`config.mk`:
```
export PLATFORM = sky130hd
export DESIGN_NAME = mem_access_unit
export DESIGN_NICKNAME = d
export VERILOG_FILES = /design/src/rtl/mem_access_unit.sv
export SDC_FILE = /design/constraint.sdc
export NUM_CORES = 1
export LEC_CHECK = 0
export ABC_AREA = 0
export CAP_MARGIN = 20
export CORE_MARGIN = 2
export CORE_UTILIZATION = 40
export CTS_BUF_LIST = sky130_fd_sc_hd__clkbuf_8 sky130_fd_sc_hd__clkbuf_16
export CTS_CLUSTER_SIZE = 28
export DETAILED_ROUTE_END_ITERATION = 10
export GPL_ROUTABILITY_DRIVEN = 0
export PLACE_DENSITY = 0.77
export SLEW_MARGIN = 20
export SYNTH_ARGS = -nofsm -noshare
export SYNTH_HDL_FRONTEND = slang
export SYNTH_SLANG_ARGS = --single-unit
```
`constraint.sdc`:
```
create_clock -name clk -period 2.2 [get_ports clk]
set_input_delay 0.22 -clock clk [delete_from_list [all_inputs] [get_ports clk]]
set_output_delay 0.22 -clock clk [all_outputs]
set_load 0.02 [all_outputs]
```
`src/rtl/mem_access_unit.sv`:
```
// mem_access_unit: load/store stage between the ALU and a variable-latency
// data-memory bus. Checks alignment, runs one req/ack bus cycle with a
// timeout, and returns extended load data or an error flag.
module mem_access_unit #(
  parameter int unsigned TIMEOUT = 16,
  parameter int unsigned CNT_W   = 5
) (
  input  logic        clk,
  input  logic        rstn,
  input  logic        req_valid,
  output logic        req_ready,
  input  logic [2:0]  mem_op,
  input  logic [31:0] addr,
  input  logic [31:0] wdata,
  output logic        resp_valid,
  output logic [31:0] rdata,
  output logic        addr_err,
  output logic        bus_err,
  output logic        dm_req,
  output logic        dm_we,
  output logic [3:0]  dm_be,
  output logic [31:0] dm_addr,
  output logic [31:0] dm_wdata,
  input  logic        dm_ack,
  input  logic [31:0] dm_rdata
);

  localparam logic [2:0] OP_LW  = 3'd0;
  localparam logic [2:0] OP_LH  = 3'd1;
  localparam logic [2:0] OP_LHU = 3'd2;
  localparam logic [2:0] OP_LB  = 3'd3;
  localparam logic [2:0] OP_LBU = 3'd4;
  localparam logic [2:0] OP_SW  = 3'd5;
  localparam logic [2:0] OP_SH  = 3'd6;
  localparam logic [2:0] OP_SB  = 3'd7;

  typedef enum logic [1:0] {S_IDLE = 2'd0, S_BUS = 2'd1, S_RESP = 2'd2} state_e;

  state_e             state_q, state_d;
  logic [CNT_W-1:0]   cnt_q, cnt_d;
  logic [2:0]         op_q, op_d;
  logic [1:0]         off_q, off_d;
  logic               req_ready_q, req_ready_d;
  logic               resp_valid_q, resp_valid_d;
  logic [31:0]        rdata_q, rdata_d;
  logic               addr_err_q, addr_err_d;
  logic               bus_err_q, bus_err_d;
  logic               dm_req_q, dm_req_d;
  logic               dm_we_q, dm_we_d;
  logic [3:0]         dm_be_q, dm_be_d;
  logic [31:0]        dm_addr_q, dm_addr_d;
  logic [31:0]        dm_wdata_q, dm_wdata_d;

  // Word ops need a 4-byte aligned address, half ops a 2-byte aligned one.
  function automatic logic misaligned(input logic [2:0] op, input logic [1:0] off);
    case (op)
      OP_LW, OP_SW:         misaligned = (off != 2'b00);
      OP_LH, OP_LHU, OP_SH: misaligned = off[0];
      default:              misaligned = 1'b0;
    endcase
  endfunction

  // Byte lanes touched by the access.
  function automatic logic [3:0] byte_en(input logic [2:0] op, input logic [1:0] off);
    case (op)
      OP_LW, OP_SW:         byte_en = 4'b1111;
      OP_LH, OP_LHU, OP_SH: byte_en = off[1] ? 4'b1100 : 4'b0011;
      default:              byte_en = 4'b0001 << off;
    endcase
  endfunction

  // Store data replicated across lanes so the enabled lanes carry it.
  function automatic logic [31:0] lane_wdata(input logic [2:0] op, input logic [31:0] wd);
    case (op)
      OP_SW:   lane_wdata = wd;
      OP_SH:   lane_wdata = {2{wd[15:0]}};
      OP_SB:   lane_wdata = {4{wd[7:0]}};
      default: lane_wdata = 32'd0;
    endcase
  endfunction

  // Selects the addressed lane(s) of the read word and extends them.
  function automatic logic [31:0] extract(input logic [2:0] op, input logic [1:0] off,
                                          input logic [31:0] w);
    logic [7:0]  b;
    logic [15:0] h;
    b = w[{off, 3'b000} +: 8];
    h = off[1] ? w[31:16] : w[15:0];
    case (op)
      OP_LW:   extract = w;
      OP_LH:   extract = {{16{h[15]}}, h};
      OP_LHU:  extract = {16'd0, h};
      OP_LB:   extract = {{24{b[7]}}, b};
      OP_LBU:  extract = {24'd0, b};
      default: extract = 32'd0;
    endcase
  endfunction

  // Next-state and registered-output logic.
  always_comb begin
    state_d      = state_q;
    cnt_d        = cnt_q;
    op_d         = op_q;
    off_d        = off_q;
    req_ready_d  = req_ready_q;
    resp_valid_d = 1'b0;
    rdata_d      = 32'd0;
    addr_err_d   = 1'b0;
    bus_err_d    = 1'b0;
    dm_req_d     = dm_req_q;
    dm_we_d      = dm_we_q;
    dm_be_d      = dm_be_q;
    dm_addr_d    = dm_addr_q;
    dm_wdata_d   = dm_wdata_q;
    case (state_q)
      S_IDLE: begin
        req_ready_d = 1'b1;
        if (req_valid) begin
          op_d        = mem_op;
          off_d       = addr[1:0];
          req_ready_d = 1'b0;
          cnt_d       = '0;
          if (misaligned(mem_op, addr[1:0])) begin
            state_d      = S_RESP;
            resp_valid_d = 1'b1;
            addr_err_d   = 1'b1;
          end else begin
            state_d    = S_BUS;
            dm_req_d   = 1'b1;
            dm_we_d    = (mem_op == OP_SW) || (mem_op == OP_SH) || (mem_op == OP_SB);
            dm_be_d    = byte_en(mem_op, addr[1:0]);
            dm_addr_d  = {addr[31:2], 2'b00};
            dm_wdata_d = lane_wdata(mem_op, wdata);
          end
        end
      end
      S_BUS: begin
        if (dm_ack || (cnt_q == CNT_W'(TIMEOUT - 1))) begin
          state_d      = S_RESP;
          resp_valid_d = 1'b1;
          cnt_d        = '0;
          dm_req_d     = 1'b0;
          dm_we_d      = 1'b0;
          dm_be_d      = 4'd0;
          dm_addr_d    = 32'd0;
          dm_wdata_d   = 32'd0;
          if (dm_ack) rdata_d   = extract(op_q, off_q, dm_rdata);
          else        bus_err_d = 1'b1;
        end else begin
          cnt_d = cnt_q + CNT_W'(1);
        end
      end
      S_RESP: begin
        state_d     = S_IDLE;
        req_ready_d = 1'b1;
        cnt_d       = '0;
      end
      default: begin
        state_d     = S_IDLE;
        req_ready_d = 1'b1;
        cnt_d       = '0;
        dm_req_d    = 1'b0;
      end
    endcase
  end

  // State and output registers; reset drops every bus/response output at once.
  always_ff @(posedge clk or negedge rstn) begin
    if (!rstn) begin
      state_q      <= S_IDLE;
      cnt_q        <= '0;
      op_q         <= 3'd0;
      off_q        <= 2'd0;
      req_ready_q  <= 1'b1;
      resp_valid_q <= 1'b0;
      rdata_q      <= 32'd0;
      addr_err_q   <= 1'b0;
      bus_err_q    <= 1'b0;
      dm_req_q     <= 1'b0;
      dm_we_q      <= 1'b0;
      dm_be_q      <= 4'd0;
      dm_addr_q    <= 32'd0;
      dm_wdata_q   <= 32'd0;
    end else begin
      state_q      <= state_d;
      cnt_q        <= cnt_d;
      op_q         <= op_d;
      off_q        <= off_d;
      req_ready_q  <= req_ready_d;
      resp_valid_q <= resp_valid_d;
      rdata_q      <= rdata_d;
      addr_err_q   <= addr_err_d;
      bus_err_q    <= bus_err_d;
      dm_req_q     <= dm_req_d;
      dm_we_q      <= dm_we_d;
      dm_be_q      <= dm_be_d;
      dm_addr_q    <= dm_addr_d;
      dm_wdata_q   <= dm_wdata_d;
    end
  end

  assign req_ready  = req_ready_q;
  assign resp_valid = resp_valid_q;
  assign rdata      = rdata_q;
  assign addr_err   = addr_err_q;
  assign bus_err    = bus_err_q;
  assign dm_req     = dm_req_q;
  assign dm_we      = dm_we_q;
  assign dm_be      = dm_be_q;
  assign dm_addr    = dm_addr_q;
  assign dm_wdata   = dm_wdata_q;

endmodule

```
## Yosys cells after proc, flatten, opt, wreduce, memory -nomap -nowiden

Cells that the tools add are included.
W data, S select, Z words.

- Register bits after elaboration: 118
- Input bits: 103
- Logic and storage cells: 93

- Add/sub/neg operators: 1
- Equality and inequality tests: 15
- Shift-type cells: 2
- Muxes and demuxes: 46
- Bitwise operators: 1
- Reductions and logical operators: 14

Operators by type and width:

| operator | number |
|---|---|
| $mux W32 | 8 |
| $pmux W32 S5 | 1 |
| $pmux W32 S2 | 2 |
| $pmux W32 S3 | 1 |
| $shiftx A32 B6 Y8 | 1 |
| $mux W16 | 1 |
| $mux W4 | 4 |
| $pmux W4 S2 | 2 |
| $mux W1 | 15 |
| $eq A3 B3 Y1 const B | 4 |
| $mux W5 | 2 |
| $pmux W5 S2 | 1 |
| $eq A3 B2 Y1 const B | 3 |
| $pmux W1 S2 | 4 |
| $reduce_and A4 Y1 | 2 |
| $eq A3 B1 Y1 const B | 2 |
| $logic_not A3 Y1 | 2 |
| $mux W2 | 3 |
| $ne A2 B2 Y1 const B | 3 |
| $add A5 B1 Y5 const B | 1 |
| $eq A5 B4 Y1 const B | 1 |
| $pmux W2 S2 | 1 |
| $reduce_and A2 Y1 | 2 |
| $reduce_bool A2 Y1 | 2 |
| 9 further kinds | 11 |

## Depth between registers and ports, before layout

- Depth after elaboration: 8
- Mapped depth: 8
- Depth with buffers taken out: 7

## Least setup slack after synthesis

Ideal clock, no wire load.

- Path type: register -> register
- From: reg cnt_q[0]
- To: reg cnt_q[3]
- Library setup time: 95 ps
- Arrival: 1986 ps
- Path slack: 119 ps
- Stages on the path, launching flop included: 9
- Buffers on the path: 1
- Cells stage by stage: dfrtp_1 > ha_1 > and3_1 > ha_1 > or4b_2 > clkbuf_1 > nor2b_1 > o21ai_0 > o31ai_1

- Cells in the longest elaborated chain, start to end: 4
- Elaborated cells between the ends (all ways): 5
- Those cells by class: add/sub: 1; eq/ne: 1; mux: 2; reduce/logical: 1

Ends and longest elaborated chain:

| element | RTL line | text |
|---|---|---|
| start: declaration | 40 | `logic [CNT_W-1:0] cnt_q, cnt_d;` |
| start signal: assignment | 186 | `cnt_q <= cnt_d;` |
| branches (longest 2 deep; another with $add A5 B1 Y5) | n/a |  |
| $mux W5 (*) | 138 | `if (dm_ack \|\| (cnt_q == CNT_W'(TIMEOUT - 1))) begin` |
| $pmux W5 S2 (*) | 115 | `case (state_q)` |

Mark *: on every way between the ends.
A chain may end at the register's enable or synchronous reset.

## Worst setup path in the final report

- From: reg cnt_q[0]
- To: reg dm_addr_q[27], in the netlist dm_addr[27]

- Cells in the longest elaborated chain, start to end: 4

Ends and longest elaborated chain:

| element | RTL line | text |
|---|---|---|
| $eq A5 B4 Y1 | 138 |  |
| $logic_or A1 B1 Y1 | 138 |  |
| $ne A2 B2 Y1 (no line) | n/a |  |
| $reduce_and A4 Y1 (no line) | n/a |  |
| end signal: assignment | 197 | `dm_addr_q <= dm_addr_d;` |
| end: declaration | 51 | `logic [31:0] dm_addr_q, dm_addr_d;` |

No other way between the ends.

==> metrics.md <==
| Metric | Value |
|---|---|
| Outcome | `finished, final reports clean` |
| Post-DR wirelength/cell | `17.08 um` |
| Top post-synthesis cells by area | `dfrtp_1 50%, mux2i_1 14%, nand2_1 7.0%` |
| Antenna Nets Post-Route | `0` |
| Internal cell power | `6285 uW` |
| Capturing point of the worst reg2reg path | `dm_addr[27]` |
| Std-Cell Rows | `43` |
| Combinational share of power | `0.377` |
| Type of element launching the critical path | `flop` |
| Remaining DRCs | `0` |
| Part of the cycle the worst path needs | `0.9056` |
| Number of synthesis warnings | `0` |
| Crit. End Element | `flop` |
| Count of flip-flops with a built-in enable after synthesis | `0` |
| Post-route total power | `9471 uW` |
| R2r worst-path depth | `8` |
| Met2 WL | `8076 um` |
| Largest fanout on the critical path | `67` |
| Die Height | `123.5 um` |
| Synthesized area | `5709 um^2` |
| TNS Setup | `0 ps` |
| Unrepaired setup endpoints after global routing | `false` |
| Syn-to-layout area delta | `52.03%` |
| Flip-flop cell with the highest count after synthesis | `dfrtp_1` |
| Number of cells produced by synthesis | `565` |
| Relative slew margins | `0.4806` |
| Clock root buffer master | `clkbuf_16` |
| Die Area | `15240 um^2` |
| Max VDD drop | `539.6 uV` |
| Leakage power | `0.004184 uW` |
| Count of input and output buffers | `206` |
| R2R Path Start | `cnt_q[0]` |
| Number of synthesized register bits | `116` |
| Net Sw Power | `3186 uW` |
| Type of the most critical hold path | `in -> async` |
| Final period demand of the worst path | `1992 ps` |
| Vias/cell | `5.151` |
| Post-layout net count | `883` |
| Maximum number of buffers from clock root to sink | `2` |
| Clock slew at reported path FFs | `60 ps` |
| Vias in the first global route | `5193` |
| Clock power share | `0.299` |
| Ports | `209` |
| Highest metal layer with signal wires | `met4` |
| Data arrival time of the critical path | `2320 ps` |
| Global routing usage summed across all routing layers | `0.2271` |
| Initial core utilization | `0.4097` |
| Wire length of the first global-routing pass | `26080 um` |
| Met3 wire length | `1586 um` |
| Distinct cells, synth | `46` |
| Top achievable clock speed | `501.9 MHz` |
| Number of buffers created by CTS | `17` |
| Sequential share of the synthesized area | `0.5087` |
| Detailed Route Iter0 Violations | `285` |
| Share of flip-flops with an asynchronous set or reset | `1.000` |
| Placeable core region | `13930 um^2` |
| HPWL after DPL | `12150 um` |
| Number of violations of the max-capacitance limit | `0` |
| Syn_area_per_cell | `10.10 um^2` |
| Clock latency on the worst-skew pair | `410 ps` |
| Initial antenna violation count | `0` |
| Share of layout cells above drive strength 1 | `0.1087` |
| Number of diodes | `0` |
| Setup fix buffers added after clock tree synthesis | `0` |
| Sum of routed wire length over all layers | `16590 um` |
| Clock net sink count | `116` |
| Clock tree skew after final layout | `6.691 ps` |
| Met1 wire length | `6658 um` |
| Detailed-route via count | `5002` |
| Least-Margin Pin Slew | `771.0 ps` |
| Relative contribution of sequential cells to total power | `0.324` |
| Final number of max-transition violations | `0` |
| Final hold violations | `0` |
| Commonest cells after routing, fill and taps aside | `205 x clkdlybuf4s50_1, 115 x dfrtp_1, 107 x nand2_1, 79 x mux2i_1` |
| Residual overflow from global routing | `0` |
| Category of the critical setup timing path | `reg -> reg` |
| Power per standard cell area | `1091 nW/um^2` |
| CTS tree | `built` |
| Level count of the clock H-tree | `4` |
| Final setup violation count | `0` |
| Dominant cell type by area after synthesis | `dfrtp_1` |
| Largest net degree at the start of global routing | `68` |
| Reg-to-reg slack, setup | `210 ps` |
| Number of iterations in the first detailed-routing pass | `4` |
| Most common cell after layout, fill and taps aside | `clkdlybuf4s50_1` |
| Worst EP required | `2530 ps` |
| Die extent in x | `123.5 um` |
| Portion of synthesized cell area occupied by the leading cell type | `0.5041` |
| Switching part of the total power | `0.3364` |
synth_stat cells (10+ instances only):
library cell,number
o21ai_0,35
mux2_2,19
mux2i_1,79
nand2_1,107
and2_1,16
a21oi_1,30
buf_2,10
inv_1,33
clkbuf_1,22
dfrtp_1,115
nor2b_1,12
nor2_1,14
final cells by class:
class | instances | area [um^2]
Timing Repair Buffer | 233 | 2302
Clock inverter | 11 | 132.6
Clock buffer | 21 | 480.5
Multi-Input combinational cell | 377 | 2511
Inverter | 33 | 123.9
Tap cell | 180 | 225.2
Sequential cell | 116 | 2904
Fill cell | 1127 | 5255
kinds of logic after synthesis:
logic type / count (synthesis) / share of synthesized area
flip-flops: 116 / 0.5087
adder cells (fa/ha/maj): 2 / 0.004382
multiplexers: 98 / 0.1760
XOR/XNOR: 1 / 0.001534
AO/OA/AOI/OAI: 100 / 0.1091
other: 1 / 0.0006568
AND/OR/NAND/NOR: 174 / 0.1429
buffers and inverters: 73 / 0.05676
critical path: stages (launching register included):
cell and delay, ps:
dfrtp_1 410, ha_1 240, and3_1 200, ha_1 190
buf_4 150, o21ai_4 140, buf_12 280, nand2_1 90
mux2i_1 170
per-stage QoR:
stage / std cells / instance area, um^2 / worst slack, ps / utilization / hold slack (ps)
after floorplan: 566 / 5713 / 118.8 / - / -75.59
after global placement: 938 / 8053 / 125.2 / 0.5779 / 172.8
after detailed placement: 938 / 8053 / 39.55 / 0.5779 / 178.3
after CTS: 971 / 8676 / 28.51 / 0.6226 / 268.7
after global routing: 971 / 8680 / 25.09 / 0.6229 / 300.4
final: 971 / 8680 / 207.7 / 0.6229 / 278.3
registers in the layout, indices dropped and copies added (netlist names), 2 cells and up:
register  count
cnt_q         5
dm_addr      30
dm_be         4
dm_wdata     32
off_q         2
op_q          3
rdata        32
state_q       2
power by group through the flow:
stage               combinational (uW)  clock [uW]  sequential (uW)
floorplan                         1400           0             3560
global placement                  3490           0             3060
detailed placement                3590           0             3090
CTS                               3600        2880             3070
global route                      3840        2990             3140
finish                            3570        2830             3070
worst max path at each step:
stage	to	depth (start not counted)	slack (ps)	from
3_3_place_gp	cnt_q[3]	7	130	cnt_q[0]
5_1_grt	dm_wdata[23]	8	30	cnt_q[0]
3_5_place_dp	cnt_q[2]	7	40	cnt_q[0]
6_report	dm_addr[27]	8	210	cnt_q[0]
4_1_cts	cnt_q[2]	7	30	cnt_q[0]
2_1_floorplan	cnt_q[3]	8	120	cnt_q[0]
repair_timing:
item	CTS	global route
hold buffers	1	0
hold endpoints to repair	22	0
resized for setup	0	1
setup endpoints to repair	0	3
routing by layer:
layer / vias to the layer above / global-route usage
li1: 2344 / -
met1: 2432 / 0.2561
met2: 207 / 0.3822
met3: 19 / 0.09317
met4: 0 / 0.08949
met5: - / 0
(Power assumes the default switching activity.)
